===== src/rtl/dmem_arb_pkg.sv =====
// Shared definitions for the two-port data-memory arbiter.
// Holds the FSM encoding, default bus widths and requester port indices.
package dmem_arb_pkg;

    localparam int DEF_ADDR_W = 32;
    localparam int DEF_DATA_W = 32;

    localparam logic PORT_CORE = 1'b0;
    localparam logic PORT_LOAD = 1'b1;

    typedef enum logic [1:0] {
        IDLE   = 2'd0,
        ACCESS = 2'd1,
        RESP   = 2'd2
    } state_e;

    // One-hot select for a port index, bit 0 = core, bit 1 = loader.
    function automatic logic [1:0] port_onehot(input logic idx);
        port_onehot = (idx == PORT_LOAD) ? 2'b10 : 2'b01;
    endfunction

endpackage


===== src/rtl/dmem_arbiter_rr.sv =====
// Two-way round-robin grant: purely combinational, one-hot or zero output.
// On a tie the port not named by last wins; the caller owns the last-grant state.
module rr_arbiter2 (
    input  logic [1:0] req,
    input  logic       last,
    output logic [1:0] gnt
);

    always_comb begin
        gnt = 2'b00;
        unique case (req)
            2'b01:   gnt = 2'b01;
            2'b10:   gnt = 2'b10;
            2'b11:   gnt = last ? 2'b01 : 2'b10;
            default: gnt = 2'b00;
        endcase
    end

endmodule


===== src/rtl/dmem_arbiter.sv =====
// Shares one data-memory port between the core and a loader/debug requester.
// Latency: accept at edge T, memory access in T+1, response pulse in T+2; ready only while idle.
module dmem_arbiter
    import dmem_arb_pkg::*;
#(
    parameter int ADDR_W = DEF_ADDR_W,
    parameter int DATA_W = DEF_DATA_W
) (
    input  logic              clk,
    input  logic              rst_n,

    input  logic              p0_valid,
    output logic              p0_ready,
    input  logic              p0_we,
    input  logic [ADDR_W-1:0] p0_addr,
    input  logic [DATA_W-1:0] p0_wdata,
    output logic              p0_rsp_valid,
    output logic [DATA_W-1:0] p0_rdata,

    input  logic              p1_valid,
    output logic              p1_ready,
    input  logic              p1_we,
    input  logic [ADDR_W-1:0] p1_addr,
    input  logic [DATA_W-1:0] p1_wdata,
    output logic              p1_rsp_valid,
    output logic [DATA_W-1:0] p1_rdata,

    output logic              mem_we,
    output logic [ADDR_W-1:0] mem_addr,
    output logic [DATA_W-1:0] mem_wdata,
    input  logic [DATA_W-1:0] mem_rdata,

    output logic              busy
);

    state_e              state_q, state_d;
    logic                last_grant_q, last_grant_d;
    logic                cmd_we_q, cmd_we_d;
    logic                cmd_port_q, cmd_port_d;
    logic [ADDR_W-1:0]   cmd_addr_q, cmd_addr_d;
    logic [DATA_W-1:0]   cmd_wdata_q, cmd_wdata_d;
    logic [DATA_W-1:0]   p0_rdata_q, p0_rdata_d;
    logic [DATA_W-1:0]   p1_rdata_q, p1_rdata_d;

    logic [1:0]          req;
    logic [1:0]          gnt;
    logic                accept;
    logic [DATA_W-1:0]   rsp_data;

    assign req = {p1_valid, p0_valid};

    rr_arbiter2 u_rr (
        .req  (req),
        .last (last_grant_q),
        .gnt  (gnt)
    );

    assign accept = (state_q == IDLE) && (gnt != 2'b00);

    // State register
    always_ff @(posedge clk) begin
        if (!rst_n) begin
            state_q <= IDLE;
        end else begin
            state_q <= state_d;
        end
    end

    // Next-state logic
    always_comb begin
        state_d = state_q;
        unique case (state_q)
            IDLE:    if (accept) state_d = ACCESS;
            ACCESS:  state_d = RESP;
            RESP:    state_d = IDLE;
            default: state_d = IDLE;
        endcase
    end

    // Outputs; handshakes are forced low while reset is held so nothing leaks mid-reset.
    always_comb begin
        p0_ready     = 1'b0;
        p1_ready     = 1'b0;
        p0_rsp_valid = 1'b0;
        p1_rsp_valid = 1'b0;
        mem_we       = 1'b0;
        busy         = 1'b0;
        if (rst_n) begin
            busy = (state_q != IDLE);
            unique case (state_q)
                IDLE: begin
                    p0_ready = gnt[0];
                    p1_ready = gnt[1];
                end
                ACCESS: begin
                    mem_we = cmd_we_q;
                end
                RESP: begin
                    {p1_rsp_valid, p0_rsp_valid} = port_onehot(cmd_port_q);
                end
                default: ;
            endcase
        end
    end

    // Address/data follow the latched command, so they naturally hold between accesses.
    assign mem_addr  = cmd_addr_q;
    assign mem_wdata = cmd_wdata_q;
    assign p0_rdata  = p0_rdata_q;
    assign p1_rdata  = p1_rdata_q;

    assign rsp_data = cmd_we_q ? '0 : mem_rdata;

    always_comb begin
        last_grant_d = last_grant_q;
        cmd_we_d     = cmd_we_q;
        cmd_port_d   = cmd_port_q;
        cmd_addr_d   = cmd_addr_q;
        cmd_wdata_d  = cmd_wdata_q;
        p0_rdata_d   = p0_rdata_q;
        p1_rdata_d   = p1_rdata_q;

        if (accept) begin
            cmd_port_d = gnt[1] ? PORT_LOAD : PORT_CORE;
            if (gnt[1]) begin
                cmd_we_d    = p1_we;
                cmd_addr_d  = p1_addr;
                cmd_wdata_d = p1_wdata;
            end else begin
                cmd_we_d    = p0_we;
                cmd_addr_d  = p0_addr;
                cmd_wdata_d = p0_wdata;
            end
            // Round-robin history only advances when both ports contended.
            if (req == 2'b11) begin
                last_grant_d = gnt[1];
            end
        end

        // Each port keeps its own response register so the idle port's rdata holds.
        if (state_q == ACCESS) begin
            if (cmd_port_q == PORT_LOAD) begin
                p1_rdata_d = rsp_data;
            end else begin
                p0_rdata_d = rsp_data;
            end
        end
    end

    always_ff @(posedge clk) begin
        if (!rst_n) begin
            last_grant_q <= 1'b1;
            cmd_we_q     <= 1'b0;
            cmd_port_q   <= 1'b0;
            cmd_addr_q   <= '0;
            cmd_wdata_q  <= '0;
            p0_rdata_q   <= '0;
            p1_rdata_q   <= '0;
        end else begin
            last_grant_q <= last_grant_d;
            cmd_we_q     <= cmd_we_d;
            cmd_port_q   <= cmd_port_d;
            cmd_addr_q   <= cmd_addr_d;
            cmd_wdata_q  <= cmd_wdata_d;
            p0_rdata_q   <= p0_rdata_d;
            p1_rdata_q   <= p1_rdata_d;
        end
    end

endmodule


===== config.mk =====
export PLATFORM = sky130hd
export DESIGN_NAME = dmem_arbiter
export DESIGN_NICKNAME = d
export VERILOG_FILES = /design/src/rtl/dmem_arb_pkg.sv /design/src/rtl/dmem_arbiter_rr.sv /design/src/rtl/dmem_arbiter.sv
export SDC_FILE = /design/constraint.sdc
export NUM_CORES = 1
export LEC_CHECK = 0
export ABC_AREA = 0
export BUFFER_PORTS_ARGS = -buffer_cell sky130_fd_sc_hd__buf_4
export CAP_MARGIN = 20
export CORE_ASPECT_RATIO = 0.7
export CORE_MARGIN = 4
export CORE_UTILIZATION = 30
export CTS_CLUSTER_DIAMETER = 60
export DETAILED_ROUTE_END_ITERATION = 7
export GPL_ROUTABILITY_DRIVEN = 0
export GPL_TIMING_DRIVEN = 0
export PLACE_DENSITY = 0.54
export SYNTH_ARGS = -nofsm -noshare
export SYNTH_HDL_FRONTEND = slang
export SYNTH_HIERARCHICAL = 1
export SYNTH_SLANG_ARGS = --single-unit

===== constraint.sdc =====
create_clock -name clk -period 2.3 [get_ports clk]
set_clock_uncertainty 0.15 [all_clocks]
set_input_delay 0.115 -clock clk [delete_from_list [all_inputs] [get_ports clk]]
set_output_delay 0.115 -clock clk [all_outputs]
set_load 0.02 [all_outputs]

==> results.sh <==
export IMPL_worst_r2r_path_depth=7
export IMPL_place_area_mm2=0.008557
export IMPL_vdd_drop_max_v=0.0004463
export IMPL_tightest_slew_ns=0.5802
export IMPL_cap_violations=0
export IMPL_clkTransAtPathRegs_ns=0.06
export IMPL_synth_top_cell_area_share_pct=44.45
export IMPL_hold_viol=0
export IMPL_ys_ff_latch=133
export IMPL_syn_num_nets=807
export IMPL_die_area_mm2=0.02232
export IMPL_synth_area_leaders="dfxtp_1, mux2i_1, o211a_1"
export IMPL_synth_warnings=6
export IMPL_drt_first_pass_iters=5
export IMPL_first_global_vias=6740
export IMPL_worstPathArrival_ns=2.34
export IMPL_die_width_um=176.9
export IMPL_synth_cell_type_count=29
export IMPL_routed_wl_um=24130
export IMPL_cts_tree="yes"
export IMPL_p_sw_uw=2109
export IMPL_io_pins=300
export IMPL_period_share_pct=95.24
export IMPL_pwr_share_seq_pct=35.3
export IMPL_hp_class="in2reg"
export IMPL_max_slew_margin_pct=61.32
export IMPL_die_h_um=126.2
export IMPL_portBuffers=298
export IMPL_async_reset_ff_share_pct=0
export IMPL_track_usage_pct=20.97
export IMPL_synth_edff_count=0
export IMPL_insertedDiodeCount=0
export IMPL_nFillCells=1733
export IMPL_synth_seq_area_share_pct=44.45
export IMPL_core_mm2=0.01923
export IMPL_clock_latency_ns=0.41
export IMPL_grt_antenna_before_repair=0
export IMPL_rows=42
export IMPL_crit_path_start_kind="input pin"
export IMPL_nets=1288
export IMPL_crit_type="in2reg"
export IMPL_post_dp_hpwl_um=16740
export IMPL_final_cells=1398
export IMPL_drtIter0Drc=275
export IMPL_p_leak_uw=0.005295
export IMPL_start_util_pct=31.14
export IMPL_power_frac_clock_pct=40.0
export IMPL_powerDensity_mw_per_mm2=681.3
export IMPL_area_growth_syn_to_layout_pct=81.01
export IMPL_wl_per_cell_um=17.26
export IMPL_hold_depth=2
export IMPL_cts_setup_buffers=0
export IMPL_drv_slew=0
export IMPL_p_int_uw=5277
export IMPL_period_minus_slack_ns=2.190
export IMPL_yosysTopAreaCell="dfxtp_1"
export IMPL_max_freq_mhz=456.5
export IMPL_htreeDepth=4
export IMPL_syn_avg_cell_area_um2=9.344
export IMPL_synth_common_cells="dfxtp_1, nand2_1, mux2i_1, nand3_1, o211a_1"
export IMPL_vias=6470
export IMPL_outcome="completed"
export IMPL_grt_max_degree=17
export IMPL_grt_ovfl_total=0
export IMPL_design_area_mm2=0.01084
export IMPL_ys_dominant_reg_cell="dfxtp_1"
export IMPL_grt_first_pass_wirelength_um=37180
export IMPL_cp_end_kind="register"
export IMPL_pwr_share_comb_pct=24.7
export IMPL_drive_gt1_share_pct=32.98
export IMPL_drcViolationCount=0
export IMPL_place_inst=1203
export IMPL_finalSetupViolCount=0
export IMPL_setup_tns_ns=0
export IMPL_rsz0062_at_grt="no"
export IMPL_cts_root_buf="clkbuf_16"
export IMPL_clock_sinks=133
export IMPL_path_max_fanout=10
export IMPL_p_sw_share_pct=28.55
export IMPL_cts_made_buffers=17
export IMPL_syn_inst=641
export IMPL_max_clock_path_buffers=2
export IMPL_routed_via_density=4.628
export IMPL_synth_area_mm2=0.005989
export IMPL_ant_nets=0
export IMPL_holdWs_ns=0.07893
export IMPL_crit_required_ns=2.45
export IMPL_yosysMostFrequentCell="dfxtp_1"
==> per-stage QoR <==
step / total power [uW] / setup WS, ns / util, %
6_report: 7386 / 0.1095 / 56.37
5_1_grt: 7721 / 0.009306 / 56.37
4_1_cts: 7452 / 0.03988 / 56.32
3_5_place_dp: 4247 / 0.4001 / 44.49
3_3_place_gp: 4249 / 0.3701 / 44.49
2_1_floorplan: 3497 / 0.6678 / -
==> area by class of cell <==
cell class	instances	area, um^2	area share [%]
timing repair buffer	462	3879	35.78
multi-input combinational	444	2964	27.34
sequential	133	2663	24.56
clock buffer	18	439.2	4.051
buffer	63	367.9	3.393
tap	264	330.3	3.047
clock inverter	13	195.2	1.800
inverter	1	3.754	0.03462
==> power by group through the flow <==
stage / registers (uW) / clock network, uW / logic [uW]
floorplan: 2860 / 0 / 638
detailed placement: 2650 / 0 / 1590
finish: 2610 / 2950 / 1830
CTS: 2610 / 3020 / 1830
global placement: 2650 / 0 / 1600
global route: 2630 / 3120 / 1970
==> metal layers <==
metal | routed length [um] | GRT usage [%] | up-vias
met2 | 10870 | 32.86 | 212
met5 | 0 | 0 | -
met3 | 1666 | 6.711 | 31
met4 | 525 | 6.594 | 0
met1 | 11070 | 27.57 | 3030
li1 | - | - | 3197
==> sequential cells by signal (all words and copies together) (netlist names) <==
name	cells
mem_addr	32
mem_wdata	32
p0_rdata	32
p1_rdata	32
state_q	2
cmd_port_q	1
cmd_we_q	1
last_grant_q	1
==> path summary, 6_finish.rpt <==
kind                                   from                         to  slack [ns]
setup reg to reg  last_grant_q$_SDFFE_PN1P_   mem_addr[4]$_SDFFE_PN0P_        0.15
setup / recovery                   p1_valid   mem_addr[4]$_SDFFE_PN0P_        0.11
hold / removal                        rst_n    cmd_port_q$_SDFFE_PN0P_        0.08
hold reg to reg   p0_rdata[13]$_SDFFE_PN0P_  p0_rdata[13]$_SDFFE_PN0P_        0.30
==> repair_timing <==
action,in CTS,in global routing
setup endpoints to repair,0,4
hold buffers,164,0
hold endpoints to repair,129,0
resized for setup,0,4
==> cells by family after synthesis <==
logic type | count (synthesis) | synth area share [%]
AND/OR/NAND/NOR | 244 | 18.93
AO/OA/AOI/OAI | 135 | 19.70
flip-flops | 133 | 44.45
multiplexers | 65 | 10.86
buffers and inverters | 64 | 6.058
==> layout by cell type (no fill, tap or decap), drive strengths merged <==
cell type and instances:
or2 1, bufinv 4, o211ai 1, clkinvlp 3
nor3b 2, o41ai 1, nand3 65, dfxtp 133
dlygate4sd3 164, nand2 131, and2 1, a21bo 1
inv 6, or3b 1, nand3b 1, nor3 2
o211a 65, buf 338, and3 3, nor2b 33
clkbuf 41, a21boi 67, clkinv 1, mux2i 65
nor2 2, and3b 2
==> critical path, stage by stage <==
cell,delay [ns]
dlygate4sd3_1,0.54
buf_4,0.12
a21boi_0,0.17
buf_4,0.18
buf_6,0.18
mux2i_1,0.21
dlygate4sd3_1,0.59
nand3_1,0.09
o211a_1,0.14
Power figures use the tool's default switching activity.
